`src/rtl/key_sched_ctrl.sv`:
```
// rtl/key_sched_ctrl.sv - AES-128 key schedule sequencer driving an iterative keyexpansion core
//
// Loads a cipher key on start, steps the external keyexpansion core ten times
// and stores round keys 0..10 in an 11-entry buffer with a registered read port.
//
// Ports:
//   clk          system clock, rising edge
//   rst          synchronous active-high reset
//   start        one-cycle request, honoured only in IDLE
//   key_in       128-bit cipher key, sampled with start
//   busy         high while the expansion steps are running
//   done         one-cycle pulse once all 11 round keys are stored
//   keys_valid   level, buffer holds a complete schedule
//   rk_addr      round-key read index 0..10
//   rk_data      round key at rk_addr, one cycle latency, zero for index > 10
//   kx_key       key word to keyexpansion
//   kx_nr        round counter to keyexpansion
//   kx_flag      flag to keyexpansion
//   kx_count     count to keyexpansion, cycles 1,2,3
//   kx_keyround  fed-back key word from keyexpansion
//   kx_keyout    round key produced by keyexpansion

module key_sched_ctrl #(
   parameter int KX_LAT = 1
) (
   input  logic         clk,
   input  logic         rst,
   input  logic         start,
   input  logic [127:0] key_in,
   output logic         busy,
   output logic         done,
   output logic         keys_valid,
   input  logic [3:0]   rk_addr,
   output logic [127:0] rk_data,
   output logic [255:0] kx_key,
   output logic [3:0]   kx_nr,
   output logic         kx_flag,
   output logic [1:0]   kx_count,
   input  logic [255:0] kx_keyround,
   input  logic [127:0] kx_keyout
);

   typedef enum logic [1:0] {
      IDLE = 2'd0,
      STEP = 2'd1,
      DONE = 2'd2
   } state_t;

   // Wait counter value on the edge where the core output is valid.
   localparam logic [2:0] LAT_M1 = 3'(KX_LAT - 1);

   state_t         state_q, state_d;
   logic [2:0]     wait_q, wait_d;
   logic [255:0]   kx_key_q, kx_key_d;
   logic [3:0]     kx_nr_q, kx_nr_d;
   logic           kx_flag_q, kx_flag_d;
   logic [1:0]     kx_count_q, kx_count_d;
   logic           keys_valid_q, keys_valid_d;
   logic [127:0]   rk_data_q, rk_data_d;

   // Round-key buffer is deliberately left out of reset.
   logic [127:0]   rk_q [0:10];
   logic           rk_we;
   logic [3:0]     rk_waddr;
   logic [127:0]   rk_wdata;

   always_comb begin
      state_d      = state_q;
      wait_d       = wait_q;
      kx_key_d     = kx_key_q;
      kx_nr_d      = kx_nr_q;
      kx_flag_d    = kx_flag_q;
      kx_count_d   = kx_count_q;
      keys_valid_d = keys_valid_q;
      rk_we        = 1'b0;
      rk_waddr     = kx_nr_q;
      rk_wdata     = kx_keyout;

      case (state_q)
         IDLE: begin
            if (start) begin
               state_d      = STEP;
               rk_we        = 1'b1;
               rk_waddr     = 4'd0;
               rk_wdata     = key_in;
               kx_key_d     = {key_in, 128'h0};
               kx_nr_d      = 4'd1;
               kx_flag_d    = 1'b0;
               kx_count_d   = 2'd1;
               wait_d       = 3'd0;
               keys_valid_d = 1'b0;
            end
         end
         STEP: begin
            if (wait_q == LAT_M1) begin
               rk_we = 1'b1;
               if (kx_nr_q == 4'd10) begin
                  state_d      = DONE;
                  keys_valid_d = 1'b1;
               end else begin
                  // Flag alternates with the parity of the round just finished.
                  kx_flag_d  = kx_nr_q[0];
                  kx_count_d = (kx_count_q == 2'd3) ? 2'd1 : kx_count_q + 2'd1;
                  kx_nr_d    = kx_nr_q + 4'd1;
                  kx_key_d   = kx_keyround;
                  wait_d     = 3'd0;
               end
            end else begin
               wait_d = wait_q + 3'd1;
            end
         end
         DONE: begin
            state_d = IDLE;
         end
         default: begin
            state_d = IDLE;
         end
      endcase

      rk_data_d = (rk_addr <= 4'd10) ? rk_q[rk_addr] : 128'h0;
   end

   always_ff @(posedge clk) begin
      if (rst) begin
         state_q      <= IDLE;
         wait_q       <= 3'd0;
         kx_key_q     <= 256'h0;
         kx_nr_q      <= 4'd0;
         kx_flag_q    <= 1'b0;
         kx_count_q   <= 2'd0;
         keys_valid_q <= 1'b0;
         rk_data_q    <= 128'h0;
      end else begin
         state_q      <= state_d;
         wait_q       <= wait_d;
         kx_key_q     <= kx_key_d;
         kx_nr_q      <= kx_nr_d;
         kx_flag_q    <= kx_flag_d;
         kx_count_q   <= kx_count_d;
         keys_valid_q <= keys_valid_d;
         rk_data_q    <= rk_data_d;
      end
   end

   // A write and a read of the same index on one edge returns the old entry.
   always_ff @(posedge clk) begin
      if (rk_we && !rst && (rk_waddr <= 4'd10)) begin
         rk_q[rk_waddr] <= rk_wdata;
      end
   end

   assign busy       = (state_q == STEP);
   assign done       = (state_q == DONE);
   assign keys_valid = keys_valid_q;
   assign rk_data    = rk_data_q;
   assign kx_key     = kx_key_q;
   assign kx_nr      = kx_nr_q;
   assign kx_flag    = kx_flag_q;
   assign kx_count   = kx_count_q;

endmodule

```
`config.mk`:
```
export PLATFORM = sky130hd
export DESIGN_NAME = key_sched_ctrl
export DESIGN_NICKNAME = d
export VERILOG_FILES = /design/src/rtl/key_sched_ctrl.sv
export SDC_FILE = /design/constraint.sdc
export NUM_CORES = 2
export LEC_CHECK = 0
export CAP_MARGIN = 20
export CORE_ASPECT_RATIO = 0.9
export CORE_UTILIZATION = 49
export DETAILED_ROUTE_END_ITERATION = 10
export GPL_TIMING_DRIVEN = 0
export PLACE_DENSITY = 0.75
export SLEW_MARGIN = 30
export SYNTH_ARGS = -nofsm -noshare
export SYNTH_HDL_FRONTEND = slang
export SYNTH_SLANG_ARGS = --single-unit
```
`constraint.sdc`:
```
create_clock -name clk -period 18.85 [get_ports clk]
set_input_delay 4.7125 -clock clk [delete_from_list [all_inputs] [get_ports clk]]
set_output_delay 4.7125 -clock clk [all_outputs]
set_load 0.01 [all_outputs]
```
; Word-level counts from Yosys, hierarchy flattened
; Memory sizes are Yosys's and may differ from the RTL's. A register that Yosys moved wholly into a read port is not among the register bits.
; Index checks and enable logic that the tools add are counted.
[totals]
register_bits = 269
ram_bits = 1408
input_bits = 519
memories = 1
[classes]
add_sub_neg = 3
order_cmp = 2
eq_ne = 9
muxes = 36
n_bitwise = 1
reduce_logical = 11
[memory_table]
columns = name, words, word_bits, rd, rd_clocked_by_memory_dff, write_ports, line
row1 = rk_q, 11, 128, 1, 1, 1, 62  ; logic [127:0] rk_q [0:10];
[op_table]
columns = cell, count
row1 = $mux 256, 3
row2 = $pmux 256 s2, 1
row3 = $mux 128, 2
row4 = $mux 4, 5
row5 = $mux 2, 6
row6 = $mux 1, 9
row7 = $mux 3, 3
row8 = $le 4x4->1 const B, 2
row9 = $pmux 2 s2, 2
row10 = $pmux 4 s2, 1
row11 = $reduce_and 4->1, 2
row12 = $pmux 1 s2, 3
row13 = $pmux 3 s2, 1
row14 = $reduce_and 3->1, 2
row15 = $add 4x1->4 const B, 1
row16 = $eq 2x2->1 const B, 2
row17 = $eq 4x4->1 const B, 1
row18 = $ne 2x1->1 const B, 2
row19 = $ne 2x2->1 const B, 2
row20 = $add 3x1->3 const B, 1
row21 = $logic_not 3->1, 1
row22 = $ne 3x3->1 const B, 1
row23 = $add 2x1->2 const B, 1
row24 = $eq 2x1->1 const B, 1
row25 = 6 further kinds, 7

; Logic depth before layout (Yosys ltp)
[logic_depth]
word_depth = 7
depth_mapped = 11
depth_no_buf = 6

; Worst setup path before layout
; Ideal clock, no wire load.
[synth_path]
kind = input to register
from = in rst
to = mem rk_q[8][0] (enable)
setup_time_ns = 0.929
arrival_ns = 17.365
t_required_ns = 17.921
slack_ns = 0.556
cell_stages = 4
n_path_buf = 1
cell_sequence = clkbuf_1 > a211oi_1 > nand3b_1 > nor4_1
[synth_between]
elab_chain_len = 5
[synth_lines]
columns = item, line
row1 = from (decl), 27  ; input logic rst,
row2 = $logic_not 1->1, 147  ; if (rk_we && !rst && (rk_waddr <= 4'd10)) begin
row3 = $logic_and 1x1->1 (2 in series), 147
row4 = $mux 1, 147
row5 = $mux 1 (implied by the code), 148  ; rk_q[rk_waddr] <= rk_wdata;
row6 = to (decl), 62
; Every way passes these cells.

; Worst setup path in the final report
[layout_path]
from = in rst
to = mem rk_q[8][106] (enable)
; The elaborated chain is that of the path after synthesis.

==> impl_metrics.py <==
metrics = {
    "timing": {
        "finalSetupViolCount": 0,
        "drv_slew": 0,
        "period_needed_ns": 8.43,
        "worst_pin_slew_ns": 1.03,
        "setup_slack_ns": 10.42,
        "hold_viol": 0,
        "fin_skew_ns": 0.0479,
        "relSlewSlack": 0.313,
        "rsz0062_at_grt": "no",
        "period_share": 0.447,
        "whs_ns": 0.464,
        "max_freq_ghz": 0.119,
    },
    "logic_synthesis": {
        "synth_edf_count": 1408,
        "synth.avg_cell_area_um2": 15.5,
        "yosysTopAreaCell": "edfxtp_1",
        "yosysSeqAreaShare": 0.744,
        "syn_inst": 4358,
        "synth_top_area_frac": 0.626,
        "synth.most_common_cell": "edfxtp_1",
        "ys.flop_type": "edfxtp_1",
        "ys_ff_latch": 1805,
        "netlist_area_um2": 67500,
        "synthTopCellsByArea": "edfxtp_1 63%, dfxtp_1 12%, mux4_2 8.5%",
        "yosysWarnings": 0,
        "syn_nets": 4882,
        "ys_types": 34,
        "synth_common_cells": "1408 x edfxtp_1, 902 x nand2_1, 410 x nor2_1",
        "ys_async_sr_fraction": 0,
    },
    "setup_path": {
        "required_ns": 19.35,
        "crit_arrival_ns": 8.93,
        "startpoint_type": "input pin",
        "reg2reg_depth": 13,
        "rrSetupSlack_ns": 14.69,
        "rr_endpoint": "rk_q[8][106]$_DFFE_PP_",
        "cp-end-kind": "flip-flop",
        "path_max_fanout": 10,
        "timing.rr.start": "state_q[0]$_SDFFE_PP0P_",
        "critPathKind": "input pin to flip-flop",
    },
    "floorplan": {
        "initial_utilization": 0.497,
        "dieArea_um2": 139000,
        "num_rows": 128,
        "ios": 913,
        "core-area_um2": 136000,
        "die_h_um": 354,
        "die-width_um": 393,
    },
    "global_route": {
        "grt_max_degree": 19,
        "grt.busiest_layer": "met2",
        "grt.met2_usage": 0.497,
        "grt_pass1_wl_mm": 308,
        "grtUsageTotal": 0.309,
        "grt_pass1_vias": 44500,
        "use_met3": 0.0741,
        "met1_usage": 0.384,
        "antenna_found_initial": 47,
        "gr-total-overflow": 0,
    },
    "flow_run": {
        "drv_cap": 0,
    },
    "drt": {
        "wirelength_mm": 218,
        "vias_per_cell": 5.85,
        "ant_nets": 0,
        "first_pass_iters": 7,
        "first_iter_violations": 5236,
        "wl_per_cell_um": 28.7,
        "drc": 0,
        "vias": 44400,
    },
    "finish": {
        "final_core_util": 0.645,
        "n_fill_cell": 9498,
        "syn2layout_area_growth_pct": 29.9,
        "nets": 6119,
        "drive_above_1_share": 0.138,
    },
    "placement": {
        "hpwl_mm": 155,
        "port-buffer-count": 909,
        "dp_slack_ns": 9.72,
        "gp_congestion": 0.941,
    },
    "clock_network": {
        "clock_sinks": 1805,
        "htree_levels": 4,
        "cts.clk_slew.worst_paths_ns": 0.06,
        "cts_resized": 0,
        "clockRootBuffer": "clkbuf_16",
        "cts_tree": "done",
        "ctsHoldBuffers": 0,
        "clk_latency_ns": 0.81,
        "cts_setup_buffers": 0,
        "clockBufferDepth": 3,
        "cts_inserted_buffers": 177,
    },
    "pwr": {
        "peakVddDrop_mv": 0.0909,
        "leakage_nw": 30.3,
        "p_per_area_nw_per_um2": 101,
        "clkPwrFrac": 0.401,
        "power_mw": 8.86,
        "p_seq_frac": 0.504,
        "p_comb_frac": 0.095,
        "p_sw_frac": 0.230,
        "power_switching_mw": 2.04,
        "p_int_mw": 6.82,
    },
    "run_status": {
        "status": "finished clean",
    },
    "min_path": {
        "whs_path_depth": 2,
        "hold_class": "flip-flop to flip-flop",
        "hold_path_startpoint": "keys_valid$_SDFFE_PP0P_",
        "hold_path_end": "keys_valid$_SDFFE_PP0P_",
    },
}
state kept, by name, indices dropped and copies added, names as in the netlist:
name and cells:
rk_q 1408, kx_flag 1, kx_count 2, kx_nr 4, keys_valid 1, rk_data 128
wait_q 3, state_q 2, kx_key 256
metrics by stage:
stage	TNS, ns	cell area (µm²)	std cells
floorplan	0	67500	4358
global placement	-2706.76	78900	7087
detailed placement	0	81800	7236
CTS	0	87700	7564
global route	0	87700	7590
finish	0	87800	7597
routing by layer:
metal,up-vias,part of all wire
met5,-,0.00013
met4,4,0.055
met3,463,0.097
met2,2679,0.48
met1,22300,0.36
li1,19000,-
worst max path at each step:
stage,endpoint,cells after the start,start
2_1_floorplan,rk_q[8][0]$_DFFE_PP_,4,rst
3_3_place_gp,rk_q[8][60]$_DFFE_PP_,5,start
3_5_place_dp,rk_q[8][104]$_DFFE_PP_,13,rst
4_1_cts,rk_q[8][106]$_DFFE_PP_,13,rst
5_1_grt,rk_q[8][101]$_DFFE_PP_,13,rst
6_report,rk_q[8][106]$_DFFE_PP_,13,rst
cell type report:
cell class / instances / area (µm²) / share of cell area
clock buffers: 243 / 4960 / 0.0566
flip-flops and latches: 1805 / 50200 / 0.572
plain buffers: 291 / 1290 / 0.0147
clock inverters: 85 / 866 / 0.00987
inverters: 7 / 26.3 / 0.000299
multi-input cells: 2255 / 16100 / 0.184
repair buffers: 1058 / 11900 / 0.136
well taps: 1820 / 2280 / 0.0260
diodes: 33 / 82.6 / 0.000941
power groups by stage:
stage | Clock [mW] | Combinational (mW) | Sequential (mW)
6_report | 3.56 | 0.841 | 4.47
5_1_grt | 3.74 | 0.887 | 4.47
3_5_place_dp | 0 | 0.832 | 4.55
4_1_cts | 3.58 | 0.838 | 4.47
2_1_floorplan | 0 | 0.332 | 4.57
3_3_place_gp | 0 | 0.794 | 4.56
cells in the final DEF, fill, tap and decap left out, types with 28 or more instances in the layout:
master and instances:
buf_1 28, diode_2 33, nor2_1 401, clkbuf_16 182
nand2_1 902, clkdlybuf4s50_1 909, a311oi_1 128, clkbuf_1 196
buf_2 94, a22oi_1 132, o211ai_1 128, a21oi_1 131
buf_16 81, buf_4 49, dfxtp_1 397, mux2i_1 128
edfxtp_1 1408, mux4_2 256
worst max-delay path, stage by stage:
cell	delay [ns]
clkdlybuf4s50_1	0.50
clkbuf_2	0.46
a211oi_1	0.47
nand3b_1	0.32
nor4_2	0.53
buf_2	0.30
buf_2	0.22
buf_2	0.24
buf_2	0.21
buf_2	0.23
buf_2	0.26
buf_2	0.22
buf_2	0.21
kinds of logic (layout without fill, tap and decap cells):
| logic type | Yosys count | after routing | synth area share |
|---|---|---|---|
| buffers and inverters | 298 | 1684 | 0.0190 |
| and+or+nand+nor | 1335 | 1335 | 0.0753 |
| other | 0 | 33 | 0 |
| adders and majority gates | 5 | 5 | 0.000926 |
| muxes | 384 | 384 | 0.104 |
| AOI/OAI and AO/OA | 531 | 531 | 0.0568 |
| DFF | 1805 | 1805 | 0.744 |
No activity file was read; power rests on OpenSTA's default activity.
